--- src/rtl/key_irq_pkg.sv ---
// rtl/key_irq_pkg.sv - shared register offsets and default debounce length for key_debounce_irq
package key_irq_pkg;

  localparam logic [1:0] ADDR_DATA = 2'd0;
  localparam logic [1:0] ADDR_RSVD = 2'd1;
  localparam logic [1:0] ADDR_MASK = 2'd2;
  localparam logic [1:0] ADDR_EDGE = 2'd3;

  // 20 ms at 50 MHz
  localparam int DEBOUNCE_DEFAULT = 1000000;

endpackage

--- src/rtl/key_debounce_cell.sv ---
// rtl/key_debounce_cell.sv - one key: 2-flop synchronizer, debounce counter, stable state and press pulse
module key_debounce_cell
  import key_irq_pkg::*;
#(
  parameter int DEBOUNCE_CYCLES = DEBOUNCE_DEFAULT
) (
  input  logic i_clk,
  input  logic i_rst,
  input  logic i_key_n,
  output logic o_state,
  output logic o_press
);

  localparam int CW = $clog2(DEBOUNCE_CYCLES);
  localparam logic [CW-1:0] CNT_LAST = CW'(DEBOUNCE_CYCLES - 1);

  logic          r_sync0;
  logic          r_sync1;
  logic [1:0]    r_vld;
  logic          r_stable;
  logic          r_armed;
  logic [CW-1:0] r_cnt;
  logic          w_differ;
  logic          w_accept;

  assign w_differ = r_sync1 ^ r_stable;
  assign w_accept = w_differ && (r_cnt == CNT_LAST);

  // Synchronizer flops hold the inverted key so their cleared value means "released".
  // r_vld marks when r_sync1 reflects the real pin; a key held through reset never arms.
  always_ff @(posedge i_clk) begin
    if (i_rst) begin
      r_sync0  <= 1'b0;
      r_sync1  <= 1'b0;
      r_vld    <= 2'b00;
      r_stable <= 1'b0;
      r_armed  <= 1'b0;
      r_cnt    <= '0;
    end else begin
      r_sync0 <= ~i_key_n;
      r_sync1 <= r_sync0;
      r_vld   <= {r_vld[0], 1'b1};
      if (!w_differ) begin
        r_cnt <= '0;
      end else if (w_accept) begin
        r_cnt    <= '0;
        r_stable <= ~r_stable;
      end else begin
        r_cnt <= r_cnt + 1'b1;
      end
      if (r_vld[1] && !r_sync1 && !r_stable) begin
        r_armed <= 1'b1;
      end
    end
  end

  assign o_state = r_stable;
  assign o_press = w_accept && !r_stable && r_armed;

endmodule

--- src/rtl/key_debounce_irq.sv ---
// rtl/key_debounce_irq.sv - debounced push-buttons with Avalon-MM data/mask/edgecapture registers and irq
module key_debounce_irq
  import key_irq_pkg::*;
#(
  parameter int N_KEYS          = 4,
  parameter int DEBOUNCE_CYCLES = DEBOUNCE_DEFAULT
) (
  input  logic              CLOCK_50,
  input  logic              reset,
  input  logic [N_KEYS-1:0] key_n,
  input  logic [1:0]        avs_address,
  input  logic              avs_read,
  input  logic              avs_write,
  input  logic [31:0]       avs_writedata,
  output logic [31:0]       avs_readdata,
  output logic              irq,
  output logic [N_KEYS-1:0] key_pressed
);

  logic [N_KEYS-1:0] w_state;
  logic [N_KEYS-1:0] w_press;
  logic [N_KEYS-1:0] w_clear;
  logic [N_KEYS-1:0] r_mask;
  logic [N_KEYS-1:0] r_edge;
  logic [31:0]       r_readdata;
  logic [31:0]       w_rd_mux;
  logic              r_irq;
  logic              w_unused_wdata;

  for (genvar g = 0; g < N_KEYS; g++) begin : g_key
    key_debounce_cell #(
      .DEBOUNCE_CYCLES(DEBOUNCE_CYCLES)
    ) u_cell (
      .i_clk  (CLOCK_50),
      .i_rst  (reset),
      .i_key_n(key_n[g]),
      .o_state(w_state[g]),
      .o_press(w_press[g])
    );
  end

  assign w_unused_wdata = ^avs_writedata[31:N_KEYS];
  assign w_clear = (avs_write && avs_address == ADDR_EDGE) ? avs_writedata[N_KEYS-1:0] : '0;

  always_comb begin
    w_rd_mux = '0;
    case (avs_address)
      ADDR_DATA: w_rd_mux[N_KEYS-1:0] = w_state;
      ADDR_MASK: w_rd_mux[N_KEYS-1:0] = r_mask;
      ADDR_EDGE: w_rd_mux[N_KEYS-1:0] = r_edge;
      default:   w_rd_mux = '0;
    endcase
  end

  // Reads sample pre-write contents; a press in the clearing cycle survives the clear.
  always_ff @(posedge CLOCK_50) begin
    if (reset) begin
      r_mask     <= '0;
      r_edge     <= '0;
      r_readdata <= '0;
      r_irq      <= 1'b0;
    end else begin
      if (avs_write && avs_address == ADDR_MASK) begin
        r_mask <= avs_writedata[N_KEYS-1:0];
      end
      r_edge <= (r_edge & ~w_clear) | w_press;
      r_irq  <= |(r_edge & r_mask);
      if (avs_read) begin
        r_readdata <= w_rd_mux;
      end
    end
  end

  assign avs_readdata = r_readdata;
  assign irq          = r_irq;
  assign key_pressed  = w_state;

endmodule

--- config.mk ---
export PLATFORM = sky130hd
export DESIGN_NAME = key_debounce_irq
export DESIGN_NICKNAME = d
export VERILOG_FILES = /design/src/rtl/key_irq_pkg.sv /design/src/rtl/key_debounce_cell.sv /design/src/rtl/key_debounce_irq.sv
export SDC_FILE = /design/constraint.sdc
export NUM_CORES = 1
export LEC_CHECK = 0
export CORE_MARGIN = 2
export CORE_UTILIZATION = 48
export DETAILED_ROUTE_END_ITERATION = 10
export DONT_BUFFER_PORTS = 1
export GPL_TIMING_DRIVEN = 0
export SYNTH_ARGS = -nofsm -noshare
export SYNTH_HDL_FRONTEND = slang
export SYNTH_SLANG_ARGS = --single-unit
--- constraint.sdc ---
create_clock -name CLOCK_50 -period 2.3 [get_ports CLOCK_50]
set_input_delay 0.575 -clock CLOCK_50 [delete_from_list [all_inputs] [get_ports CLOCK_50]]
set_output_delay 0.575 -clock CLOCK_50 [all_outputs]
set_load 0.02 [all_outputs]
==> results of run 1 <==
[worst reg2reg max path, delay by kind of cell (launching register included)]
| family | cells | cell delay [ns] |
|---|---|---|
| AOI/OAI and AO/OA | 1 | 0.32 |
| buffers and inverters | 2 | 0.32 |
| DFF | 1 | 0.32 |
| and+or+nand+nor | 3 | 1.10 |
[kinds of logic after synthesis]
| kind of cell | after synthesis |
|---|---|
| other | 1 |
| buffers and inverters | 70 |
| multiplexers | 8 |
| AND/OR/NAND/NOR | 245 |
| AO/OA/AOI/OAI | 79 |
| XOR/XNOR | 52 |
| adder cells (fa/ha/maj) | 4 |
| flip-flops | 111 |
[per-layer routing]
layer  part of all wire [%]  GRT usage [%]
met5                      0              0
met1                     50          23.03
met4                    1.1          5.921
met3                    4.4          4.143
met2                     45          27.05
[where the power goes]
part / leakage (nW) / switching, mW / internal [mW]
clock: 0.107 / 0.677 / 0.553
sequential: 0.898 / 0.0183 / 1.94
combinational: 0.869 / 0.0934 / 0.0560
total: 1.87 / 0.789 / 2.55
[cell type report]
type	count	area [um2]	share of cell area (%)
Multi-Input combinational cell	416	2481	45.18
Sequential cell	111	2222	40.46
Buffer	52	335.3	6.106
Tap cell	136	170.2	3.099
Clock buffer	10	137.6	2.506
Clock inverter	6	77.57	1.413
Inverter	18	67.56	1.230
[per-stage QoR]
stage                     instance area (um2)  worst slack [ns]  utilization, %
after floorplan                          5076            0.2588               -
after global routing                     5492           0.01977           53.92
after detailed placement                 5246          -0.03022           51.51
after global placement                   5246           0.01105           51.51
after CTS                                5475           0.09310           53.76
final                                    5492            0.1235           53.92
[synth_stat cells (2+ instances only)]
| master | count | area (um2) |
|---|---|---|
| o21ai_0 | 19 | 95.09 |
| nor4b_1 | 3 | 26.28 |
| clkbuf_1 | 15 | 56.30 |
| and3_1 | 9 | 56.30 |
| mux2_2 | 4 | 45.04 |
| nor2b_1 | 5 | 31.28 |
| o211ai_1 | 2 | 15.01 |
| ha_1 | 4 | 50.05 |
| and4_1 | 7 | 61.31 |
| nand4_1 | 21 | 131.4 |
| nand3_1 | 30 | 150.1 |
| o31ai_1 | 7 | 52.55 |
| nand2_1 | 25 | 93.84 |
| a211oi_1 | 4 | 30.03 |
| nor4_1 | 8 | 50.05 |
| buf_4 | 32 | 240.2 |
| or4_1 | 13 | 97.59 |
| nor2_1 | 83 | 311.6 |
| nor4bb_1 | 2 | 20.02 |
| mux2i_1 | 4 | 40.04 |
| xnor2_1 | 27 | 236.5 |
| a22oi_1 | 6 | 45.04 |
| buf_2 | 2 | 10.01 |
| xor2_1 | 25 | 219.0 |
| or4_4 | 2 | 22.52 |
| inv_1 | 18 | 67.56 |
| buf_6 | 2 | 22.52 |
| nor3_1 | 6 | 30.03 |
| nand3b_1 | 2 | 15.01 |
| and2_1 | 5 | 31.28 |
| or3_1 | 20 | 125.1 |
| dfxtp_1 | 111 | 2222 |
| a21oi_1 | 35 | 175.2 |
[final timing paths]
path,startpoint,end,slack (ns)
worst max-delay path,g_key[3].u_cell.r_cnt[8]$_SDFF_PP0_,g_key[3].u_cell.r_cnt[12]$_SDFF_PP0_,0.12
worst min-delay path,key_n[0],g_key[0].u_cell.r_sync0$_SDFF_PP0_,0.25
worst max register to register,g_key[3].u_cell.r_cnt[8]$_SDFF_PP0_,g_key[3].u_cell.r_cnt[12]$_SDFF_PP0_,0.12
worst min register to register,g_key[3].u_cell.r_sync0$_SDFF_PP0_,g_key[3].u_cell.r_sync1$_SDFF_PP0_,0.44
[placed cells by master, fill, tap and decap left out, types with 18 or more instances in the layout]
cell type	instances
nand4_1	21
buf_4	32
nand2_1	25
nand3_1	29
xor2_1	25
nor2_1	83
o21ai_0	19
or3_1	20
dfxtp_1	111
conb_1	28
a21oi_1	35
inv_1	18
xnor2_1	27
[sequential cells by signal (all words and copies together), names as in the netlist]
name / flops
g_key.u_cell.r_cnt: 80
avs_readdata: 4
g_key.u_cell.o_state: 4
g_key.u_cell.r_armed: 4
g_key.u_cell.r_sync0: 4
g_key.u_cell.r_sync1: 4
r_edge: 4
r_mask: 4
g_key.u_cell.r_vld: 2
irq: 1
==> flow_summary_export.csv, run 1 <==
group,metric,value,unit
finish,final_cells,749,
placed_design,dpl.hpwl,6644,um
logic_synthesis,async_flop_share,0,%
setup_path,cp_top_family,"simple AND/OR/NAND/NOR gates",
timing,clock.fmax,459.5,MHz
placed_design,port_buffers,0,
detailed_routing,avgRoutedWirePerCell,12.37,um
floorplan,io_pins,79,
timing,fin_setup_tns,0,ns
status,outcome,"completed",
logic_synthesis,ys_ff_latch,111,
logic_synthesis,synth-simple-area-share,25.98,%
flow_run,drv_cap,0,
timing,finalSetupViolCount,0,
floorplan,coreArea,0.01018,mm2
global_route,antenna_found_initial,0,
logic_synthesis,synth_top_family_by_area,"simple AND/OR/NAND/NOR gates",
setup_path,reg2regPathDepth,6,
logic_synthesis,synth.mux.area_fraction,1.710,%
finish,diodes,0,
cts,cts_tree,"done",
timing,slew_violations,0,
setup_path,cp_cell_sequence,"buf_6 -> or4_1 -> or4_4 -> o21ai_4 -> buf_6 -> nor2_1",
global_route,grt_usage,17.16,%
detailed_routing,dr.pass1.iters,4,
cts,clkTransAtPathRegs,0.11,ns
setup_path,path_buf_inv,2,
setup_path,cp_slowest_cell,"or4_4",
timing,worstMarginPinSlew,0.5265,ns
detailed_routing,via_count,3795,
setup_path,path_class,"reg2reg",
cts,clk_latency,0.37,ns
cts,cts_setup_buffers,0,
logic_synthesis,synth_cell_types,45,
cts,htree_levels,3,
finish,fill_cells,954,
power,power,3.340,mW
detailed_routing,drc_errors,0,
logic_synthesis,synthXorXnorAreaFrac,9.155,%
placed_design,numPlacedInstances,733,
timing,finClkSkew,0.01053,ns
timing,hold_viol_final,0,
timing,rsz0062_at_grt,"no",
cts,cts_root_buf,"clkbuf_8",
logic_synthesis,synth_compound_area_share,9.356,%
detailed_routing,viasPerCell,5.067,
setup_path,critPathArrivalTime,2.44,ns
logic_synthesis,ys_warn_count,0,
logic_synthesis,syn_area,0.004975,mm2
worst_hold_path,hold_class,"in2reg",
setup_path,critPathCaptureType,"flop",
cts,cts_hold_buffers,0,
cts,cts_inserted_buffers,9,
power,leakagePower,1.874,nW
floorplan,row_count,37,
global_route,grt_pass1_wl,15660,um
floorplan,start_util,48.85,%
finish,final_nets,654,
cts,cts_buffer_depth,2,
setup_path,cp.depth,6,
setup_path,critPathMaxStageDelay,0.53,ns
setup_path,cp_data_required_time,2.56,ns
logic_synthesis,synth-seq-area-share,44.67,%
timing,min_period_over_period,94.63,%
detailed_routing,drtAntennaViolNets,0,
logic_synthesis,syn_avg_cell_area,8.728,um2
finish,drive_gt1_share,11.09,%
logic_synthesis,synth-edff-count,0,
timing,hold_slack,0.2527,ns
setup_path,crit_fanout,10,
finish,area_growth,10.39,%
setup_path,start_kind,"flop",
power,peakVddDrop,0.4357,mV
placed_design,gp_congestion,0.7703,
floorplan,die_w,105.8,um
logic_synthesis,syn_inst,570,
logic_synthesis,synth_fa_ha_area_share,1.006,%
global_route,grt_overflow,0,
global_route,grt_pass1_vias,3365,
timing,post-route-min-period,2.176,ns
floorplan,die_y,105.8,um
cts,ctsResizeCount,2,
power,p_per_area,608.3,mW/mm2
detailed_routing,drt_iter0_drc,126,
detailed_routing,wl,9268,um
setup_path,cp_common_cell,"buf_6",
floorplan,die_area,0.01119,mm2
global_route,grt_max_degree,20,
timing,slew_headroom,64.90,%
cts,clock_sinks,111,
logic_synthesis,synth_ff_type,"dfxtp_1",
worst_hold_path,min_path_cells,1,
Power figures use the tool's default switching activity.
==> run 2, diff against run 1 <==
Settings changed: CTS_CLUSTER_DIAMETER set to 40.
==> results of run 2 <==
Final layout, timing and power as in run 1 (identical DEF).
